==> src/rtl/game_report_tx_if.sv <==
// Host-facing report link of game_report_tx: tagged field stream plus the host ack.
interface game_report_tx_if;
    logic [4:0] out_data;
    logic [2:0] out_tag;
    logic       out_valid;
    logic       frame_done;
    logic       game_ready;
    logic       out_parity;
    logic       host_ack;

    modport master (
        output out_data, out_tag, out_valid, frame_done, game_ready, out_parity,
        input  host_ack
    );

    modport slave (
        input  out_data, out_tag, out_valid, frame_done, game_ready, out_parity,
        output host_ack
    );
endinterface

==> src/rtl/game_report_tx.sv <==
// Snapshots game state on new-game / shot triggers and streams it as tagged 5-bit fields,
// one field per host ack edge. Define REPORT_PARITY_EN to drive even parity on out_parity.
module game_report_tx #(
    parameter int SCORE_W     = 5,
    parameter int SYNC_STAGES = 2
) (
    input  logic                    clk,
    input  logic                    reset,
    input  logic                    ena,
    input  logic                    new_game,
    input  logic                    result_valid,
    input  logic                    hit,
    input  logic [4:0]              target_x,
    input  logic [4:0]              target_y,
    input  logic [4:0]              x_pos,
    input  logic [2:0]              aim_pos,
    input  logic [4:0]              tc_pos,
    game_report_tx_if.master        rpt
);
    typedef enum logic [1:0] {IDLE, SEND, DONE} state_t;
    typedef logic [7:0][4:0] frame_t;   // indexed by tag

    localparam logic [SCORE_W-1:0] CNT_ONE = 1;
    localparam logic [SCORE_W-1:0] CNT_MAX = '1;

    state_t                 state;
    frame_t                 frame_q, pend_q, shot_snap, ng_snap, start_src;
    logic                   pend_vld, ng_frame, restart;
    logic [2:0]             idx, last_idx;
    logic [SCORE_W-1:0]     hits, shots, hits_inc, shots_inc;
    logic [SYNC_STAGES-1:0] sync_q;
    logic                   ack_q, new_game_q, ng_edge, ack_edge;
    logic [4:0]             out_data;
    logic [2:0]             out_tag;
    logic                   out_valid, frame_done, game_ready;

    function automatic logic [4:0] cnt5(input logic [SCORE_W-1:0] v);
        logic [SCORE_W+4:0] t;
        t = {5'b0, v};
        return t[4:0];
    endfunction

    assign ng_edge   = new_game & ~new_game_q;
    assign ack_edge  = sync_q[SYNC_STAGES-1] & ~ack_q;
    assign shots_inc = (shots == CNT_MAX) ? shots : shots + CNT_ONE;
    assign hits_inc  = (hit && hits != CNT_MAX) ? hits + CNT_ONE : hits;
    assign last_idx  = ng_frame ? 3'd1 : 3'd7;

    // Shot snapshot carries the post-increment scores.
    always_comb begin
        shot_snap    = '0;
        shot_snap[2] = x_pos;
        shot_snap[3] = {2'b0, aim_pos};
        shot_snap[4] = tc_pos;
        shot_snap[5] = {4'b0, hit};
        shot_snap[6] = cnt5(hits_inc);
        shot_snap[7] = cnt5(shots_inc);
        ng_snap      = '0;
        ng_snap[0]   = target_x;
        ng_snap[1]   = target_y;
        start_src    = (state == DONE && !result_valid) ? pend_q : shot_snap;
    end

    always_ff @(posedge clk) begin
        if (reset) begin
            state      <= IDLE;
            frame_q    <= '0;
            pend_q     <= '0;
            pend_vld   <= 1'b0;
            ng_frame   <= 1'b0;
            restart    <= 1'b0;
            idx        <= '0;
            hits       <= '0;
            shots      <= '0;
            sync_q     <= '0;
            ack_q      <= 1'b0;
            new_game_q <= 1'b0;
            out_data   <= '0;
            out_tag    <= '0;
            out_valid  <= 1'b0;
            frame_done <= 1'b0;
            game_ready <= 1'b0;
        end else if (ena) begin
            sync_q     <= {sync_q[SYNC_STAGES-2:0], rpt.host_ack};
            ack_q      <= sync_q[SYNC_STAGES-1];
            new_game_q <= new_game;
            frame_done <= 1'b0;
            if (ng_edge) begin
                hits       <= '0;
                shots      <= '0;
                game_ready <= 1'b0;
                pend_vld   <= 1'b0;
                ng_frame   <= 1'b1;
                frame_q    <= ng_snap;
                idx        <= 3'd0;
                out_tag    <= 3'd0;
                out_data   <= target_x;
                // From IDLE the frame starts now; otherwise spend one cycle with out_valid low.
                if (state == IDLE) begin
                    state     <= SEND;
                    out_valid <= 1'b1;
                    restart   <= 1'b0;
                end else begin
                    state     <= IDLE;
                    out_valid <= 1'b0;
                    restart   <= 1'b1;
                end
            end else begin
                if (result_valid) begin
                    hits  <= hits_inc;
                    shots <= shots_inc;
                end
                case (state)
                    IDLE: begin
                        if (restart) begin
                            restart   <= 1'b0;
                            state     <= SEND;
                            out_valid <= 1'b1;
                            if (result_valid) begin
                                pend_q   <= shot_snap;
                                pend_vld <= 1'b1;
                            end
                        end else if (result_valid) begin
                            state     <= SEND;
                            ng_frame  <= 1'b0;
                            frame_q   <= shot_snap;
                            idx       <= 3'd2;
                            out_tag   <= 3'd2;
                            out_data  <= shot_snap[2];
                            out_valid <= 1'b1;
                        end
                    end
                    SEND: begin
                        if (result_valid) begin
                            pend_q   <= shot_snap;
                            pend_vld <= 1'b1;
                        end
                        if (ack_edge) begin
                            if (idx == last_idx) begin
                                state      <= DONE;
                                out_valid  <= 1'b0;
                                frame_done <= 1'b1;
                                if (ng_frame) game_ready <= 1'b1;
                            end else begin
                                idx      <= idx + 3'd1;
                                out_tag  <= idx + 3'd1;
                                out_data <= frame_q[idx + 3'd1];
                            end
                        end
                    end
                    DONE: begin
                        // A shot landing in this very cycle is newer than the buffered one.
                        if (result_valid || pend_vld) begin
                            state     <= SEND;
                            pend_vld  <= 1'b0;
                            ng_frame  <= 1'b0;
                            frame_q   <= start_src;
                            idx       <= 3'd2;
                            out_tag   <= 3'd2;
                            out_data  <= start_src[2];
                            out_valid <= 1'b1;
                        end else begin
                            state <= IDLE;
                        end
                    end
                    default: state <= IDLE;
                endcase
            end
        end
    end

    assign rpt.out_data   = out_data;
    assign rpt.out_tag    = out_tag;
    assign rpt.out_valid  = out_valid;
    assign rpt.frame_done = frame_done;
    assign rpt.game_ready = game_ready;
`ifdef REPORT_PARITY_EN
    assign rpt.out_parity = out_valid & (^{out_tag, out_data});
`else
    assign rpt.out_parity = 1'b0;
`endif
endmodule
==> src/flat_wrapper.sv <==
// flat-port wrapper written by rule: the top's interface ports become plain ports
module game_report_tx_flat 
#(
    parameter int SCORE_W     = 5,
    parameter int SYNC_STAGES = 2
)
  (clk, reset, ena, new_game, result_valid, hit, target_x, target_y, x_pos, aim_pos, tc_pos, rpt_out_data, rpt_out_tag, rpt_out_valid, rpt_frame_done, rpt_game_ready, rpt_out_parity, rpt_host_ack);
  game_report_tx_if rpt_i ();
  input  logic clk;
  input  logic reset;
  input  logic ena;
  input  logic new_game;
  input  logic result_valid;
  input  logic hit;
  input  logic [4:0] target_x;
  input  logic [4:0] target_y;
  input  logic [4:0] x_pos;
  input  logic [2:0] aim_pos;
  input  logic [4:0] tc_pos;
  output wire logic [$bits(rpt_i.out_data)-1:0] rpt_out_data;
  output wire logic [$bits(rpt_i.out_tag)-1:0] rpt_out_tag;
  output wire logic [$bits(rpt_i.out_valid)-1:0] rpt_out_valid;
  output wire logic [$bits(rpt_i.frame_done)-1:0] rpt_frame_done;
  output wire logic [$bits(rpt_i.game_ready)-1:0] rpt_game_ready;
  output wire logic [$bits(rpt_i.out_parity)-1:0] rpt_out_parity;
  input wire logic [$bits(rpt_i.host_ack)-1:0] rpt_host_ack;
  assign rpt_out_data = rpt_i.out_data;
  assign rpt_out_tag = rpt_i.out_tag;
  assign rpt_out_valid = rpt_i.out_valid;
  assign rpt_frame_done = rpt_i.frame_done;
  assign rpt_game_ready = rpt_i.game_ready;
  assign rpt_out_parity = rpt_i.out_parity;
  assign rpt_i.host_ack = rpt_host_ack;
  game_report_tx #(.SCORE_W(SCORE_W), .SYNC_STAGES(SYNC_STAGES)) u_core (.clk(clk), .reset(reset), .ena(ena), .new_game(new_game), .result_valid(result_valid), .hit(hit), .target_x(target_x), .target_y(target_y), .x_pos(x_pos), .aim_pos(aim_pos), .tc_pos(tc_pos), .rpt(rpt_i));
endmodule
==> config.mk <==
export PLATFORM = sky130hd
export DESIGN_NAME = game_report_tx_flat
export DESIGN_NICKNAME = d
export VERILOG_FILES = /design/src/rtl/game_report_tx_if.sv /design/src/rtl/game_report_tx.sv /design/src/flat_wrapper.sv
export SDC_FILE = /design/constraint.sdc
export NUM_CORES = 1
export LEC_CHECK = 0
export BUFFER_PORTS_ARGS = -buffer_cell sky130_fd_sc_hd__buf_4
export CAP_MARGIN = 15
export CORE_AREA = 2 2 118 91
export DETAILED_ROUTE_END_ITERATION = 10
export DIE_AREA = 0 0 120 93
export MAX_ROUTING_LAYER = met4
export PLACE_DENSITY = 0.66
export SETUP_SLACK_MARGIN = 0.02
export SYNTH_ARGS = -nofsm -noshare
export SYNTH_HDL_FRONTEND = slang
export SYNTH_SLANG_ARGS = --single-unit
==> constraint.sdc <==
create_clock -name clk -period 2.4 [get_ports clk]
set_input_delay 0.48 -clock clk [delete_from_list [all_inputs] [get_ports clk]]
set_output_delay 0.48 -clock clk [all_outputs]
set_load 0.03 [all_outputs]
==> results of run 1 <==
synth_stat cells, drive strengths merged, types with 2 or more instances:
| cell type | n | share of area [%] |
|---|---|---|
| o21ai | 8 | 0.91 |
| o211ai | 5 | 0.85 |
| inv | 5 | 0.43 |
| a211oi | 9 | 1.5 |
| nand2 | 87 | 7.4 |
| mux4 | 4 | 2.0 |
| a31oi | 6 | 1.2 |
| a21o | 2 | 0.34 |
| a31o | 2 | 0.40 |
| nor2 | 62 | 5.3 |
| nand2b | 4 | 0.74 |
| nand4 | 3 | 0.77 |
| a311oi | 7 | 1.4 |
| o2111ai | 10 | 2.0 |
| nor2b | 7 | 1.0 |
| a21oi | 60 | 6.8 |
| nor3b | 2 | 0.34 |
| clkbuf | 20 | 1.7 |
| xor2 | 2 | 0.40 |
| mux2 | 9 | 2.3 |
| nand3 | 16 | 1.8 |
| xnor2 | 3 | 0.77 |
| dfxtp | 88 | 40 |
| a32oi | 8 | 1.6 |
| and3 | 4 | 0.57 |
| ha | 8 | 2.3 |
| nand3b | 4 | 0.68 |
| a22oi | 11 | 1.9 |
| nor3 | 3 | 0.34 |
| a221o | 2 | 0.46 |
| buf | 22 | 2.6 |
| mux2i | 28 | 6.4 |
kinds of logic (layout without fill, tap and decap cells):
kind of cell,after synthesis,count (layout)
and+or+nand+nor,199,199
AOI/OAI and AO/OA,136,136
DFF,88,88
buffers and inverters,47,77
muxes,41,41
adders and majority gates,8,8
xor gates and xnor gates,5,5
other,1,1
worst max-delay path, stage by stage, from the launching register on:
cell       delay [ns]
dfxtp_1          0.34
inv_1            0.10
ha_1             0.25
inv_1            0.15
nor2_1           0.51
nand2_1          0.34
o2111ai_1        0.20
a21oi_1          0.10
flip-flops by register name (all words and copies together), names as in the netlist, 2 cells and up:
signal and cells:
u_core.idx 3, u_core.state 2, u_core.rpt.out_data 5, u_core.sync_q 2, u_core.hits 5, u_core.frame_q 34
u_core.pend_q 24, u_core.shots 5
area by class of cell:
| type | instances | share of cell area (%) |
|---|---|---|
| clock buffers | 12 | 5.18 |
| inverters | 5 | 0.365 |
| flip-flops and latches | 88 | 34.3 |
| repair buffers | 56 | 8.66 |
| multi-input cells | 390 | 47.2 |
| well taps | 136 | 3.31 |
| clock inverters | 4 | 0.998 |
per-stage QoR:
step           area, um2  utilization, %
2_1_floorplan       4400               -
3_3_place_gp        4820            48.0
3_5_place_dp        4820            48.0
4_1_cts             5140            51.2
5_1_grt             5140            51.2
6_report            5140            51.2
worst max path at each step:
stage                          startpoint                endpoint  depth (start not counted)
after global routing       u_core.hits[0]      u_core.frame_q[33]                          8
after CTS                  u_core.hits[0]      u_core.frame_q[33]                          8
after detailed placement    u_core.idx[1]  u_core.rpt.out_data[0]                          5
after floorplan             u_core.idx[1]  u_core.rpt.out_data[0]                          7
after global placement    u_core.state[1]  u_core.rpt.out_data[2]                          7
final                     u_core.state[1]           u_core.idx[1]                          7
power groups by stage:
stage	clock network, mW	registers [mW]	logic [mW]
2_1_floorplan	0	1.63	0.424
3_3_place_gp	0	1.61	0.664
3_5_place_dp	0	1.61	0.671
4_1_cts	1.49	1.58	0.674
5_1_grt	1.56	1.58	0.738
6_report	1.47	1.58	0.677
layer usage:
layer  vias to the layer above  share of wire [%]  GRT usage [%]
met4                         0                1.3           6.27
met5                         -                  0              -
met3                        15                6.3           5.00
met1                      1901                 48           30.5
met2                       116                 45           34.8
li1                       1927                  -              -
==> flow_metrics.py, run 1 <==
metrics = {
    "outcome": {
        "status": "finished clean",
    },
    "global_routing": {
        "grt_max_degree": 56,
        "grt_pass1_vias": 3807,
        "grt.overflow.total": 0,
        "grt_use_total_pct": 22.7,
        "antenna_found_initial": 0,
        "grt_pass1_wl_um": 19500,
    },
    "floorplan": {
        "rows": 32,
        "die_y_um": 93,
        "io_pins": 42,
        "core_region_area_um2": 10000,
        "dieWidth_um": 120,
        "start_util_pct": 43.7,
        "die_area_um2": 11200,
    },
    "synthesis": {
        "yosys_warnings": 0,
        "syn-num-nets": 563,
        "synth_xor_area_share_pct": 1.17,
        "synthCells": 525,
        "yosysUniqueCellTypes": 54,
        "synth_top_family_by_area": "compound AO/OA/AOI/OAI gates",
        "synthAdderAreaFrac_pct": 2.28,
        "ys_seq_area_share_pct": 40.1,
        "synth_compound_area_share_pct": 20.6,
        "syn-cell-area_um2": 4400,
        "synthFlopType": "dfxtp_1",
        "synthMuxAreaShare_pct": 10.7,
        "syn_area_per_cell_um2": 8.37,
        "ys_ff_latch": 88,
        "async_flop_share_pct": 0,
        "synth_edf_count": 0,
        "synth-simple-area-share_pct": 20.3,
    },
    "drt": {
        "avgRoutedWirePerCell_um": 17.0,
        "routed_via_density": 5.73,
        "routed_wl_um": 11700,
        "postRouteAntennaNets": 0,
        "vias": 3959,
        "drt_first_iter_violations": 286,
        "drt_first_pass_iters": 5,
        "drcViolationCount": 0,
    },
    "layout": {
        "ff_latch_area_um2": 1760,
        "layoutNonFillerInstCount": 691,
        "layout_common_cells": "dfxtp_1 (88), nand2_1 (87), nor2_1 (61), a21oi_1 (60), buf_4 (54)",
        "syn_to_final_growth_pct": 17.0,
        "n_fill_cell": 982,
        "final_nets": 588,
        "layout_commonest_cell": "dfxtp_1",
        "multi_input_area_um2": 2430,
        "drive_gt1_share_pct": 16.9,
        "diodes": 0,
    },
    "clocking": {
        "cts-buffers-inserted": 9,
        "clkTransAtPathRegs_ns": 0.06,
        "insertion_delay_ns": 0.34,
        "postCtsSetupBuffers": 0,
        "cts_tree": "yes",
        "cts_root_buffer": "clkbuf_16",
        "htreeDepth": 3,
        "clk_path_buf_depth": 2,
        "clock_sinks": 88,
        "ctsResizeCount": 0,
        "cts_hold_buf": 0,
    },
    "power_and_ir_drop": {
        "seqPwrFrac_pct": 42.4,
        "pwr_density_cell_nw_per_um2": 724,
        "power_switching_mw": 1.04,
        "power_frac_clock_pct": 39.4,
        "swShare_pct": 28.0,
        "p_int_mw": 2.68,
        "power_mw": 3.72,
        "power_frac_comb_pct": 18.2,
        "vdd.ir_drop.worst_mv": 0.504,
        "p_leak_nw": 1.94,
    },
    "worst_setup_path": {
        "crit_arrival_ns": 2.33,
        "worstRegToRegCells": 7,
        "criticalPathCategory": "reg2reg",
        "crit_fanout": 7,
        "required_ns": 2.60,
        "r2r_slack_ns": 0.27,
        "rr_endpoint": "u_core.idx[1]",
        "critPathLaunchType": "flop",
        "end_kind": "flop",
        "rr_startpoint": "u_core.state[1]",
    },
    "place": {
        "placed_cells": 675,
        "gp_congestion": 0.835,
        "port_buffers": 40,
        "dp_slack_ns": 0.317,
        "hpwl_um": 7910,
    },
    "timing": {
        "hold_slack_ns": 0.368,
        "setup_viol": 0,
        "hold_viol_final": 0,
        "rsz0062_at_grt": "false",
        "worst_slack_ns": 0.269,
        "slew_viol_final": 0,
        "finalSetupTns_ns": 0,
        "tightestPinTransition_ns": 0.606,
        "finClkSkew_ns": 0.00511,
        "period_needed_ns": 2.13,
        "period_share_pct": 88.8,
        "clock.fmax_mhz": 469,
        "relSlewSlack_pct": 59.5,
    },
    "job": {
        "drv_cap": 0,
    },
    "hold_path": {
        "hold_class": "in2reg",
        "holdPathEnd": "u_core.frame_q[5]",
        "min_path_cells": 3,
        "min_from": "target_y[0]",
    },
}
Power figures use the tool's default switching activity.
==> inputs of run 2 (changes only) <==
Settings changed: CTS_CLUSTER_DIAMETER set to 150, MAX_ROUTING_LAYER met4 to unset.
==> flow_metrics.py, run 2 (synthesis gave the netlist of run 1 again) <==
metrics = {
    "outcome": {
        "status": "finished clean",
    },
    "drt": {
        "drcViolationCount": 0,
        "vias": 3942,
        "routed_via_density": 5.70,
        "drt_first_iter_violations": 369,
        "drt_first_pass_iters": 4,
        "avgRoutedWirePerCell_um": 16.7,
        "postRouteAntennaNets": 0,
        "routed_wl_um": 11600,
    },
    "timing": {
        "rsz0062_at_grt": "false",
        "slew_viol_final": 0,
        "clock.fmax_mhz": 478,
        "period_share_pct": 87.1,
        "hold_viol_final": 0,
        "period_needed_ns": 2.09,
        "tightestPinTransition_ns": 0.544,
        "finalSetupTns_ns": 0,
        "finClkSkew_ns": 0.00665,
        "relSlewSlack_pct": 63.6,
        "setup_viol": 0,
    },
    "hold_path": {
        "hold_class": "in2reg",
        "min_path_cells": 3,
    },
    "clocking": {
        "clock_sinks": 88,
        "cts-buffers-inserted": 9,
        "cts_hold_buf": 0,
        "cts_tree": "yes",
        "postCtsSetupBuffers": 0,
        "ctsResizeCount": 0,
        "clk_path_buf_depth": 2,
        "insertion_delay_ns": 0.35,
        "htreeDepth": 3,
        "clkTransAtPathRegs_ns": 0.07,
        "cts_root_buffer": "clkbuf_16",
    },
    "power_and_ir_drop": {
        "pwr_density_cell_nw_per_um2": 737,
        "vdd.ir_drop.worst_mv": 0.420,
        "p_leak_nw": 1.96,
        "power_mw": 3.81,
    },
    "job": {
        "drv_cap": 0,
    },
    "worst_setup_path": {
        "critical_path.cell_chain": "ha_1, mux4_2, mux2_2, o211ai_1, a311oi_1",
        "criticalPathCategory": "reg2reg",
        "end_kind": "flop",
        "slowest_delay_ns": 0.59,
        "cp_slowest_cell": "ha_1",
        "critPathLaunchType": "flop",
        "crit_arrival_ns": 2.30,
        "worstRegToRegCells": 5,
        "required_ns": 2.61,
        "crit_fanout": 11,
    },
    "place": {
        "port_buffers": 40,
        "gp_congestion": 0.859,
        "placed_cells": 675,
        "hpwl_um": 7780,
    },
    "layout": {
        "layoutNonFillerInstCount": 691,
        "top_regs": "u_core.frame_q x34, u_core.pend_q x24",
        "final_nets": 588,
        "regMostFlops": "u_core.frame_q",
        "largest_register_ffs": 34,
        "layout_commonest_cell": "dfxtp_1",
        "final_util_pct": 51.4,
        "syn_to_final_growth_pct": 17.6,
        "layout_common_cells": "dfxtp_1 (88), nand2_1 (87), nor2_1 (61), a21oi_1 (60), buf_4 (53)",
        "drive_gt1_share_pct": 16.9,
        "diodes": 0,
    },
    "global_routing": {
        "antenna_found_initial": 0,
        "grt_pass1_vias": 3705,
        "grt_pass1_wl_um": 18900,
        "grt.overflow.total": 0,
        "grt_use_total_pct": 21.5,
        "grt_max_degree": 44,
    },
    "floorplan": {
        "io_pins": 42,
        "dieWidth_um": 120,
        "die_area_um2": 11200,
        "rows": 32,
        "start_util_pct": 43.7,
        "core_region_area_um2": 10000,
        "die_y_um": 93,
    },
}
==> run 2: cell types whose count changed in the layout (fill, tap and decap cells not counted), sizes merged <==
| cell | before | now |
|---|---|---|
| inv | 5 | 6 |
| clkinvlp | 1 | 0 |
| clkbuf | 12 | 10 |
| bufinv | 1 | 2 |
| clkinv | 2 | 3 |
==> run 2: layer usage <==
layer	track usage, %	wire length (um)	vias up
li1	-	-	1924
met1	30.2	5750	1916
met2	33.7	5110	91
met3	4.63	589	11
met4	5.39	112	0
met5	0	0	-
==> run 2: worst paths after layout <==
path | startpoint | to | slack (ns)
worst max-delay path | u_core.idx[1] | u_core.rpt.out_data[0] | 0.31
worst min-delay path | target_y[3] | u_core.frame_q[8] | 0.36
worst max register to register | u_core.idx[1] | u_core.rpt.out_data[0] | 0.31
worst min register to register | u_core.frame_q[35] | u_core.frame_q[35] | 0.46
==> run 2: worst max-delay path: cells and delay by family (launching register included) <==
family | cells | cell delay (ns)
AOI/OAI and AO/OA | 2 | 0.18
muxes | 2 | 0.82
adders and majority gates | 1 | 0.59
DFF | 1 | 0.35
==> run 2: cell type report <==
class / instances / area [um2]
fillers: 938 / 4880
clock inverters: 6 / 91.3
multi-input cells: 390 / 2430
well taps: 136 / 170
repair buffers: 56 / 458
clock buffers: 10 / 239
flip-flops and latches: 88 / 1760
inverters: 5 / 18.8
==> run 2: stage by stage <==
stage	setup WS [ns]	instance area [um2]	hold slack, ns
2_1_floorplan	0.426	4400	0.428
3_3_place_gp	0.360	4840	0.438
3_5_place_dp	0.336	4840	0.446
4_1_cts	0.301	5170	0.366
5_1_grt	0.157	5170	0.378
6_report	0.309	5170	0.362
==> run 2: where the power goes <==
part	switching [mW]	total [mW]	internal (mW)	leakage, nW
combinational	0.417	0.679	0.261	1.08
clock	0.605	1.55	0.946	0.163
sequential	0.0481	1.58	1.53	0.715
==> inputs of run 3 (changes only) <==
Settings changed: ABC_AREA set to 1, CORE_AREA 2 2 118 91 to 2 2 120 93, DIE_AREA 0 0 120 93 to 0 0 122 95.
==> flow_metrics.py, run 3 <==
metrics = {
    "outcome": {
        "status": "finished clean",
    },
    "clocking": {
        "postCtsSetupBuffers": 0,
        "ctsResizeCount": 0,
        "clock_sinks": 88,
        "cts-buffers-inserted": 9,
        "cts_hold_buf": 0,
        "htreeDepth": 3,
        "insertion_delay_ns": 0.35,
        "cts_root_buffer": "clkbuf_16",
        "clk_path_buf_depth": 2,
        "cts_tree": "yes",
        "clkTransAtPathRegs_ns": 0.06,
    },
    "worst_setup_path": {
        "end_kind": "flop",
        "critical_path.cell_chain": "inv_1, ha_1, nor2_1, nand2_1, nand4_2, buf_12, o21ai_1, a21oi_1",
        "required_ns": 2.64,
        "crit_fanout": 18,
        "cp_slowest_cell": "nand4_2",
        "slowest_delay_ns": 0.40,
        "worstSetupStartpoint": "u_core.state[0]",
        "rr_endpoint": "u_core.frame_q[0]",
        "worstRegToRegCells": 8,
        "r2r_slack_ns": 0.42,
        "rr_startpoint": "u_core.state[0]",
        "critPathLaunchType": "flop",
        "criticalPathCategory": "reg2reg",
        "crit_arrival_ns": 2.21,
    },
    "drt": {
        "drcViolationCount": 0,
        "drt_first_pass_iters": 5,
        "postRouteAntennaNets": 0,
        "drt_first_iter_violations": 370,
        "routed_via_density": 5.05,
        "vias": 4275,
        "routed_wl_um": 11200,
        "avgRoutedWirePerCell_um": 13.3,
    },
    "timing": {
        "relSlewSlack_pct": 63.5,
        "tightestPinTransition_ns": 0.546,
        "rsz0062_at_grt": "false",
        "setup_viol": 0,
        "clock.fmax_mhz": 506,
        "finalSetupTns_ns": 0,
        "hold_slack_ns": 0.366,
        "period_needed_ns": 1.98,
        "slew_viol_final": 0,
        "finClkSkew_ns": 0.00571,
        "hold_viol_final": 0,
        "worst_slack_ns": 0.425,
        "period_share_pct": 82.3,
    },
    "synthesis": {
        "ys_seq_area_share_pct": 38.6,
        "synthFlopType": "dfxtp_1",
        "yosys_warnings": 0,
        "synth_edf_count": 0,
        "syn-num-nets": 714,
        "ys_ff_latch": 88,
        "synth_area_leader_cell": "dfxtp_1",
        "synth_area_leaders": "dfxtp_1 (39%), nand2_1 (12%), a21oi_1 (8.6%), nor2_1 (6.6%), inv_1 (6.1%)",
        "syn-cell-area_um2": 4560,
        "synth_most_common_cell": "nand2_1",
        "synthTopCellsByCount": "nand2_1 (148), dfxtp_1 (88), nor2_1 (80)",
        "async_flop_share_pct": 0,
        "synth_top_area_share_pct": 38.6,
        "synthCells": 676,
        "yosysUniqueCellTypes": 38,
        "syn_area_per_cell_um2": 6.75,
    },
    "floorplan": {
        "core_region_area_um2": 10500,
        "die_y_um": 95,
        "die_area_um2": 11600,
        "dieWidth_um": 122,
        "io_pins": 42,
        "rows": 33,
        "start_util_pct": 43.3,
    },
    "layout": {
        "drive_gt1_share_pct": 12.9,
        "layout_common_cells": "nand2_1 (148), dfxtp_1 (88), nor2_1 (80), a21oi_1 (78), inv_1 (74)",
        "syn_to_final_growth_pct": 14.2,
        "diodes": 0,
        "top_regs": "u_core.frame_q x34, u_core.pend_q x24",
        "layout_commonest_cell": "nand2_1",
        "final_nets": 741,
        "regMostFlops": "u_core.frame_q",
        "largest_register_ffs": 34,
    },
    "hold_path": {
        "min_from": "rpt_host_ack",
        "hold_class": "in2reg",
        "min_path_cells": 3,
        "holdPathEnd": "u_core.sync_q[0]",
    },
    "place": {
        "dp_slack_ns": 0.434,
        "gp_congestion": 0.869,
        "port_buffers": 40,
        "hpwl_um": 8030,
    },
    "job": {
        "drv_cap": 0,
    },
    "global_routing": {
        "grt_use_total_pct": 20.5,
        "grt.overflow.total": 0,
        "grt_max_degree": 35,
        "antenna_found_initial": 0,
        "grt_pass1_wl_um": 18600,
        "grt_pass1_vias": 3912,
    },
    "power_and_ir_drop": {
        "vdd.ir_drop.worst_mv": 0.359,
        "p_leak_nw": 2.23,
        "pwr_density_cell_nw_per_um2": 708,
    },
}
==> run 3: worst max-delay path by stage <==
| stage | endpoint | slack, ns |
|---|---|---|
| after global routing | u_core.rpt.out_data[0] | 0.23 |
| after CTS | u_core.frame_q[2] | 0.43 |
| after floorplan | u_core.rpt.out_data[3] | 0.68 |
| after detailed placement | u_core.frame_q[2] | 0.43 |
| after global placement | u_core.frame_q[1] | 0.47 |
| final | u_core.frame_q[0] | 0.42 |
==> run 3: logic make-up after synthesis <==
logic type               count (synthesis)  share of synthesized area [%]
AO/OA/AOI/OAI                          160                           18.8
buffers and inverters                  115                           10.6
XOR/XNOR                                 6                           1.15
other                                    1                         0.0822
flip-flops                              88                           38.6
multiplexers                             1                          0.219
adder cells (fa/ha/maj)                  8                           2.19
AND/OR/NAND/NOR                        297                           28.4
==> run 3: cell type report <==
cell class | count | area [um2]
Fill cell | 1070 | 5320
Multi-Input combinational cell | 473 | 2320
Timing Repair Buffer | 52 | 403
Clock buffer | 12 | 236
Inverter | 79 | 297
Clock inverter | 3 | 20.0
Sequential cell | 88 | 1760
Tap cell | 140 | 175
==> run 3: per-stage QoR <==
stage	area, um2	util, %	power (mW)	instances
floorplan	4560	-	2.23	676
global placement	4950	47.1	2.44	832
detailed placement	4950	47.1	2.45	832
CTS	5210	49.5	3.71	847
global route	5210	49.5	3.90	847
finish	5210	49.5	3.69	847
==> run 3: power breakdown <==
part | total (mW) | switching [mW] | internal [mW] | leakage [nW]
sequential | 1.62 | 0.0551 | 1.56 | 0.718
combinational | 0.810 | 0.528 | 0.282 | 1.39
clock | 1.26 | 0.569 | 0.695 | 0.119
total | 3.69 | 1.15 | 2.54 | 2.23
==> run 3: per-layer routing <==
layer / vias up / track usage [%] / part of all wire (%) / routed length (um)
li1: 2227 / - / - / -
met1: 1946 / 28.3 / 50 / 5610
met2: 90 / 31.9 / 44 / 4890
met3: 12 / 5.19 / 5.4 / 602
met4: 0 / 5.27 / 1.1 / 118
met5: - / 0 / 0 / 0
==> run 3: worst max-delay path, delay by kind of cell (launching register included) <==
kind                       cells  cell delay [ns]
AOI/OAI and AO/OA              2             0.19
DFF                            1             0.33
adders and majority gates      1             0.35
and+or+nand+nor                3             0.57
buffers and inverters          2             0.42
